===== src/rtl/mailbox_apb_initiator.sv =====
// APB3 requester: one valid/ready command -> one APB transfer -> one response; min 3 cycles accept->rsp_valid.
// Single outstanding command; cmd_ready low until the response is consumed. MAILBOX_APB_INIT_TIMEOUT_EN adds a pready watchdog.
module mailbox_apb_initiator #(
  parameter logic [31:0] BASE_ADDR      = 32'h0,
  parameter int unsigned TIMEOUT_CYCLES = 64
) (
  input  logic        pclk,
  input  logic        preset,
  input  logic        cmd_valid,
  output logic        cmd_ready,
  input  logic        cmd_write,
  input  logic [5:0]  cmd_addr,
  input  logic [31:0] cmd_wdata,
  output logic        rsp_valid,
  input  logic        rsp_ready,
  output logic [31:0] rsp_rdata,
  output logic        rsp_err,
  output logic        psel,
  output logic        penable,
  output logic [31:0] paddr,
  output logic        pwrite,
  output logic [31:0] pwdata,
  input  logic [31:0] prdata,
  input  logic        pready,
  input  logic        pslverr
);

  typedef enum logic [1:0] {S_IDLE, S_SETUP, S_ACCESS, S_RESP} state_t;

  state_t state;

  if (TIMEOUT_CYCLES < 1) begin : g_cfg_check
    $error("mailbox_apb_initiator: TIMEOUT_CYCLES must be >= 1");
  end

  // Registers are word-aligned; byte-offset bits are dropped.
  logic unused_addr_lsbs;
  assign unused_addr_lsbs = ^cmd_addr[1:0];

`ifdef MAILBOX_APB_INIT_TIMEOUT_EN
  localparam int unsigned TW = ($clog2(TIMEOUT_CYCLES + 1) > 8) ? $clog2(TIMEOUT_CYCLES + 1) : 8;
  logic [TW-1:0] tcnt;
`endif

  always_ff @(posedge pclk) begin
    if (preset) begin
      state     <= S_IDLE;
      cmd_ready <= 1'b0;
      psel      <= 1'b0;
      penable   <= 1'b0;
      paddr     <= '0;
      pwrite    <= 1'b0;
      pwdata    <= '0;
      rsp_valid <= 1'b0;
      rsp_rdata <= '0;
      rsp_err   <= 1'b0;
`ifdef MAILBOX_APB_INIT_TIMEOUT_EN
      tcnt      <= '0;
`endif
    end else begin
      case (state)
        S_IDLE: begin
          cmd_ready <= 1'b1;
          if (cmd_valid && cmd_ready) begin
            cmd_ready <= 1'b0;
            psel      <= 1'b1;
            penable   <= 1'b0;
            paddr     <= BASE_ADDR | {26'b0, cmd_addr[5:2], 2'b00};
            pwrite    <= cmd_write;
            pwdata    <= cmd_write ? cmd_wdata : 32'h0;
            state     <= S_SETUP;
          end
        end
        S_SETUP: begin
          penable <= 1'b1;
`ifdef MAILBOX_APB_INIT_TIMEOUT_EN
          tcnt    <= '0;
`endif
          state   <= S_ACCESS;
        end
        S_ACCESS: begin
          // pready on the limit cycle still completes normally.
          if (pready) begin
            psel      <= 1'b0;
            penable   <= 1'b0;
            rsp_valid <= 1'b1;
            rsp_err   <= pslverr;
            rsp_rdata <= (!pwrite && !pslverr) ? prdata : 32'h0;
            state     <= S_RESP;
          end
`ifdef MAILBOX_APB_INIT_TIMEOUT_EN
          else if (tcnt == TW'(TIMEOUT_CYCLES - 1)) begin
            psel      <= 1'b0;
            penable   <= 1'b0;
            rsp_valid <= 1'b1;
            rsp_err   <= 1'b1;
            rsp_rdata <= 32'h0;
            state     <= S_RESP;
          end else begin
            tcnt <= tcnt + 1'b1;
          end
`endif
        end
        S_RESP: begin
          if (rsp_ready) begin
            rsp_valid <= 1'b0;
            cmd_ready <= 1'b1;
            state     <= S_IDLE;
          end
        end
        default: state <= S_IDLE;
      endcase
    end
  end

endmodule


===== config.mk =====
export PLATFORM = sky130hd
export DESIGN_NAME = mailbox_apb_initiator
export DESIGN_NICKNAME = d
export VERILOG_FILES = /design/src/rtl/mailbox_apb_initiator.sv
export SDC_FILE = /design/constraint.sdc
export NUM_CORES = 1
export LEC_CHECK = 0
export CAP_MARGIN = 10
export CORE_AREA = 2 2 91 93
export DETAILED_ROUTE_END_ITERATION = 12
export DIE_AREA = 0 0 93 95
export GPL_ROUTABILITY_DRIVEN = 1
export PLACE_DENSITY = 0.83
export SYNTH_ARGS = -nofsm -noshare
export SYNTH_HDL_FRONTEND = slang
export SYNTH_SLANG_ARGS = --single-unit

===== constraint.sdc =====
create_clock -name pclk -period 4.9 [get_ports pclk]
set_clock_uncertainty 0.15 [all_clocks]
set_input_delay 0.98 -clock pclk [delete_from_list [all_inputs] [get_ports pclk]]
set_output_delay 0.98 -clock pclk [all_outputs]
set_load 0.005 [all_outputs]

# --- Yosys cells after proc, flatten, opt, wreduce, memory -nomap -nowiden ---
# Index checks and enable logic that the tools add are counted.
word_totals:
  reg_bits: 76
  input_bits: 77
  word_cells: 49
classes:
  n_eq_ne: 6
  muxes: 17
  n_reduce_logical: 16
ops:
  columns: ["op", "n"]
  rows:
  - ["$mux 32", 2]
  - ["$reduce_and 3->1", 4]
  - ["$pmux 2 s4", 1]
  - ["$mux 1", 7]
  - ["$mux 2", 3]
  - ["$ne 2x2->1 const B", 3]
  - ["$pmux 1 s2", 3]
  - ["$reduce_and 2->1", 3]
  - ["$reduce_bool 2->1", 3]
  - ["$eq 2x2->1 const B", 2]
  - ["$pmux 1 s3", 1]
  - ["$reduce_bool 3->1", 1]
  - ["$eq 2x1->1 const B", 1]
  - ["$logic_and 1x1->1", 2]
  - ["$logic_not 1->1", 2]
  - ["$logic_not 2->1", 1]

# --- Logic depth before layout (Yosys ltp) ---
logic_depth:
  depth_word: 3
  depth_mapped: 7
  ltp_nobuf: 5

# --- Worst setup path after synthesis ---
# No wires, ideal clock.
synth_timing:
  path_type: "input to register"
  from: "input port pready"
  to: "register rsp_rdata[16]"
  arrival_ns: 1.596
  required_time_ns: 4.622
  slack_ns: 3.027
  path_stages: 5
  path_buffers: 2
  path_cell_list: "and4bb_1 > buf_6 > buf_8 > a22oi_1 > nor2_1"
synth_via:
  elab_chain_len: 1
synth_lines:
  columns: ["item", "line_no", "source"]
  rows:
  - ["from (decl)", "24", "input logic pready,"]
  - ["$reduce_and 2->1 (no source line)", null, null]
  - ["to (signal assigned)", "88", "rsp_rdata <= (!pwrite && !pslverr) ? prdata : 32'h0;"]
  - ["to (decl)", "16", "output logic [31:0] rsp_rdata,"]
# No other way between the ends.
# A chain may end at the register's enable or synchronous reset.

# --- Worst setup path after layout ---
layout_timing:
  from: "input port cmd_valid"
  to: "register pwdata[27]"
layout_via:
  elab_chain_len: 2
layout_lines:
  columns: ["item", "line_no", "source"]
  rows:
  - ["from (decl)", "9", "input logic cmd_valid,"]
  - ["$logic_and 1x1->1", "64", "if (cmd_valid && cmd_ready) begin"]
  - ["$reduce_and 2->1 (no source line)", null, null]
  - ["to (signal assigned)", "70", "pwdata <= cmd_write ? cmd_wdata : 32'h0;"]
  - ["to (decl)", "22", "output logic [31:0] pwdata,"]
# No other way between the ends.

==> results.txt <==
* Area of the die: 8840 µm²
- Standard cell core area: 7930 µm²
- STA classifies the critical path endpoint as a register.
- In this run, synthesis inferred 0 flip-flops with an integrated enable.
- In the synthesized netlist the async set-or-reset flop fraction comes to 0%.
* Most common flop cell mapped by yosys: sky130_fd_sc_hd__dfxtp_1
- Start-to-end type of the worst setup path: input port to register
- Die height: 95 µm
- Clock Pin Slew Worst Setup and Hold Paths: 0.08 ns
- Setup violations remaining at the end of the flow were counted as 0.
- Arr. time, crit path: 2.97 ns
* RSZ-0062 raised after global routing: false
* Combinational power share: 29.2%
* Total global routing track utilization: 18.5%
* Antenna cell count: 0
- Measured against its own limit, the worst slew margin works out to 28.8%.
* Sum of routed wire length over all layers: 8140 µm
- 179 I/O pins were placed.
- In this run the clock root is driven by a sky130_fd_sc_hd__clkbuf_8.
- The share of total power dissipated in the clock network is 25.3%.
- Via total after detailed routing: 2,857
* Wire length of the first global-routing pass: 12,900 µm
- Final Net Count: 567
* Post-layout total power: 0.00157 W
- Cells resized by post-CTS repair: 0
- Dividing the detail-routed wire length by the instance count gives 13.8 µm.
* Internal power summed over all cells: 0.00108 W
* Setup bufs post-CTS: 0
- Share of the synthesized area in compound gates (AO/OA/AOI/OAI): 18.5%
- Peak Freq: 350 MHz
- For this run, the detailed router's first-pass iteration total came to 6.
- Detailed-routing wirelength on met1: 3320 µm
- Once the floorplan was initialized, standard cells occupied 40.9% of the core.
* Final core utilization: 59.3%
- Post-synthesis sequential element count: 76
- Num Clock Sinks: 76
- Mapped Avg Cell Area: 9.31 µm²
- Top layer in use: met4
- Detailed router's first-iteration violation count: 91
- In the routed design, unresolved DRC markers number 0.
- Net switching is 30.7% of the power.
- The layout has 694 filler cells.
- The number of global-route vias before repair was 2,678.
- Areal power density over the cells: 333 nW/µm²
* Post-route antenna net violation count: 0
* Maximum level of the CTS H-tree: 3
- TritonCTS built the clock tree.
- Placed Area: 4540 µm²
- The synthesized netlist devotes 0% of its cell area to XOR and XNOR gates.
- Wire length on met3: 1000 µm
* Warnings from Yosys: 0
* Initial antenna violation count: 0
- The initialized floorplan defines 33 standard-cell rows.
- Critical path launch point type: input port
* Required time of the worst setup path: 5.02 ns
- Proportion of synthesized area in mux cells: 0.966%
- The share of the Yosys chip area taken by registers is 47.0%.
* Largest net degree at the start of global routing: 43
- Combinational family with the most area after synthesis: compound AO/OA/AOI/OAI gates
- Sequential cells burn 45.6% of the power.
- Summing the areas of all fa, ha and maj instances in the mapped netlist gives 2.32% of the synthesized area.
- Actual transition at the worst max-transition pin: 1.07 ns
- RD Place Congestion: 0.756
- Of all nets on the critical path, the largest fanout is 30.
- Setup tns final: 0 ns
* Hold/Removal Path Class: register to register
- Minimum clock period: 2.85 ns
* Post-synthesis to final-layout area growth: 45.0%
* Grt ovf: 0
* # hold bufs at CTS: 0
- Static leakage power: 1.66 nW
- The number of max-slew violations in the final report was 0.
- Number of library cell types mapped by synthesis: 34
- Number of max-cap violations: 0
* Power spent charging and discharging nets: 0.000482 W
- Of the cells placed in the final design, the portion with a size suffix greater than 1 is 9.65%.
- Summed over all nets, the half-perimeter wirelength after detailed placement is 5840 µm.
- The mapped netlist covers 3240 µm².
- Detailed-routed wire length on met2: 3710 µm
- Buffers from clock root to sink, at most: 2
- Average via count per standard cell: 4.83
- Instance count of the mapped netlist: 348
- Result of the run: finished clean
- The synthesized netlist devotes 17.1% of its cell area to simple gates.
- The number of clock buffers added by TritonCTS is 9.
- Measured along the x axis, the die boundary spans 93 µm.
* Clock latency of the later-clocked register in the worst-skew pair: 0.34 ns
- Input/output buffers: 148
- Max rail drop VDD: 0.203 mV
- Summing all non-filler instances in the final layout gives an area of 4700 µm².
- Final count of hold timing violations: 0
- The worst path uses 58.2% of the clock period.
[per-layer routing]
metal | up-vias | global-route usage (%)
met4 | 0 | 6.99
met2 | 137 | 28.4
met1 | 1308 | 22.8
met3 | 11 | 8.62
li1 | 1401 | -
met5 | - | 0
[final cells by class]
class	instances	area, µm²	area share [%]
flip-flops and latches	76	1520	32.4
repair buffers	153	1510	32.2
multi-input cells	241	1370	29.1
well taps	105	131	2.80
clock buffers	9	124	2.64
clock inverters	5	31.3	0.666
inverters	3	11.3	0.240
[layout by cell type, fill, tap and decap left out, drive strengths merged]
cell / instances
ha: 6
conb: 28
a211o: 1
clkinv: 4
mux2: 1
dfxtp: 76
or2: 1
buf: 6
and4bb: 1
clkinvlp: 1
nor4: 1
clkbuf: 9
a31oi: 1
nor2b: 2
nand3: 34
a32oi: 1
clkdlybuf4s50: 147
a21oi: 39
and3: 1
a22oi: 32
inv: 3
nand2b: 4
mux2i: 2
a2111oi: 1
a211oi: 2
nand2: 47
o22ai: 1
nor2: 35
[cell usage after synthesis (2+ instances only)]
cell / number / area [µm²]
sky130_fd_sc_hd__clkbuf_1: 5 / 18.8
sky130_fd_sc_hd__mux2i_1: 2 / 20.0
sky130_fd_sc_hd__nand2b_1: 4 / 25.0
sky130_fd_sc_hd__dfxtp_1: 76 / 1520
sky130_fd_sc_hd__nor2b_1: 2 / 12.5
sky130_fd_sc_hd__buf_12: 2 / 40.0
sky130_fd_sc_hd__nand2_1: 46 / 173
sky130_fd_sc_hd__a22oi_2: 21 / 263
sky130_fd_sc_hd__buf_6: 5 / 56.3
sky130_fd_sc_hd__a22oi_1: 11 / 82.6
sky130_fd_sc_hd__nand3_1: 34 / 170
sky130_fd_sc_hd__buf_4: 31 / 233
sky130_fd_sc_hd__nor2_2: 2 / 12.5
sky130_fd_sc_hd__buf_1: 4 / 15.0
sky130_fd_sc_hd__inv_1: 3 / 11.3
sky130_fd_sc_hd__buf_2: 4 / 20.0
sky130_fd_sc_hd__a21oi_1: 39 / 195
sky130_fd_sc_hd__ha_1: 6 / 75.1
sky130_fd_sc_hd__nor2_1: 33 / 124
sky130_fd_sc_hd__buf_8: 4 / 60.1
[worst max-delay path, stage by stage]
cell                              delay [ns]
sky130_fd_sc_hd__clkdlybuf4s50_1        0.53
sky130_fd_sc_hd__and3_1                 0.89
sky130_fd_sc_hd__buf_4                  0.30
sky130_fd_sc_hd__nand3_1                0.08
sky130_fd_sc_hd__a21oi_1                0.18
[flip-flops by register name, indices dropped and copies added (netlist names)]
register	cells
rsp_rdata	32
pwrite	1
paddr	4
pwdata	32
rsp_err	1
penable	1
state	2
cmd_ready	1
psel	1
rsp_valid	1
[kinds of logic (layout without fill, tap and decap cells)]
family / count (synthesis) / count (layout)
mux: 3 / 3
other cells: 1 / 28
simple gates: 126 / 126
flops: 76 / 76
buf+inv: 58 / 170
compound gates: 78 / 78
fa+ha+maj: 6 / 6
[power by group through the flow]
stage               sequential [W]  combinational, W  clock [W]
finish                    0.000714          0.000457   0.000395
CTS                       0.000714          0.000464   0.000415
detailed placement        0.000728          0.000461          0
floorplan                 0.000728          0.000296          0
global placement          0.000724          0.000453          0
global route              0.000722          0.000507   0.000438
[metrics by stage]
stage / worst slack (ns) / std cells / hold slack (ns)
3_3_place_gp: 1.72 / 578 / 0.287
3_5_place_dp: 1.67 / 578 / 0.293
6_report: 2.05 / 592 / 0.299
2_1_floorplan: 3.03 / 375 / 0.298
5_1_grt: 1.83 / 592 / 0.320
4_1_cts: 2.02 / 592 / 0.304
[final timing paths]
check,start,endpoint,slack (ns),cells after the start
worst max-delay path,cmd_valid,pwdata[27],2.05,5
worst min-delay path,pwdata[2],pwdata[2],0.30,2
worst max register to register,state[0],pwdata[27],2.43,6
worst min register to register,pwdata[2],pwdata[2],0.30,2
Note: power is estimated with default switching activity, not from simulation.
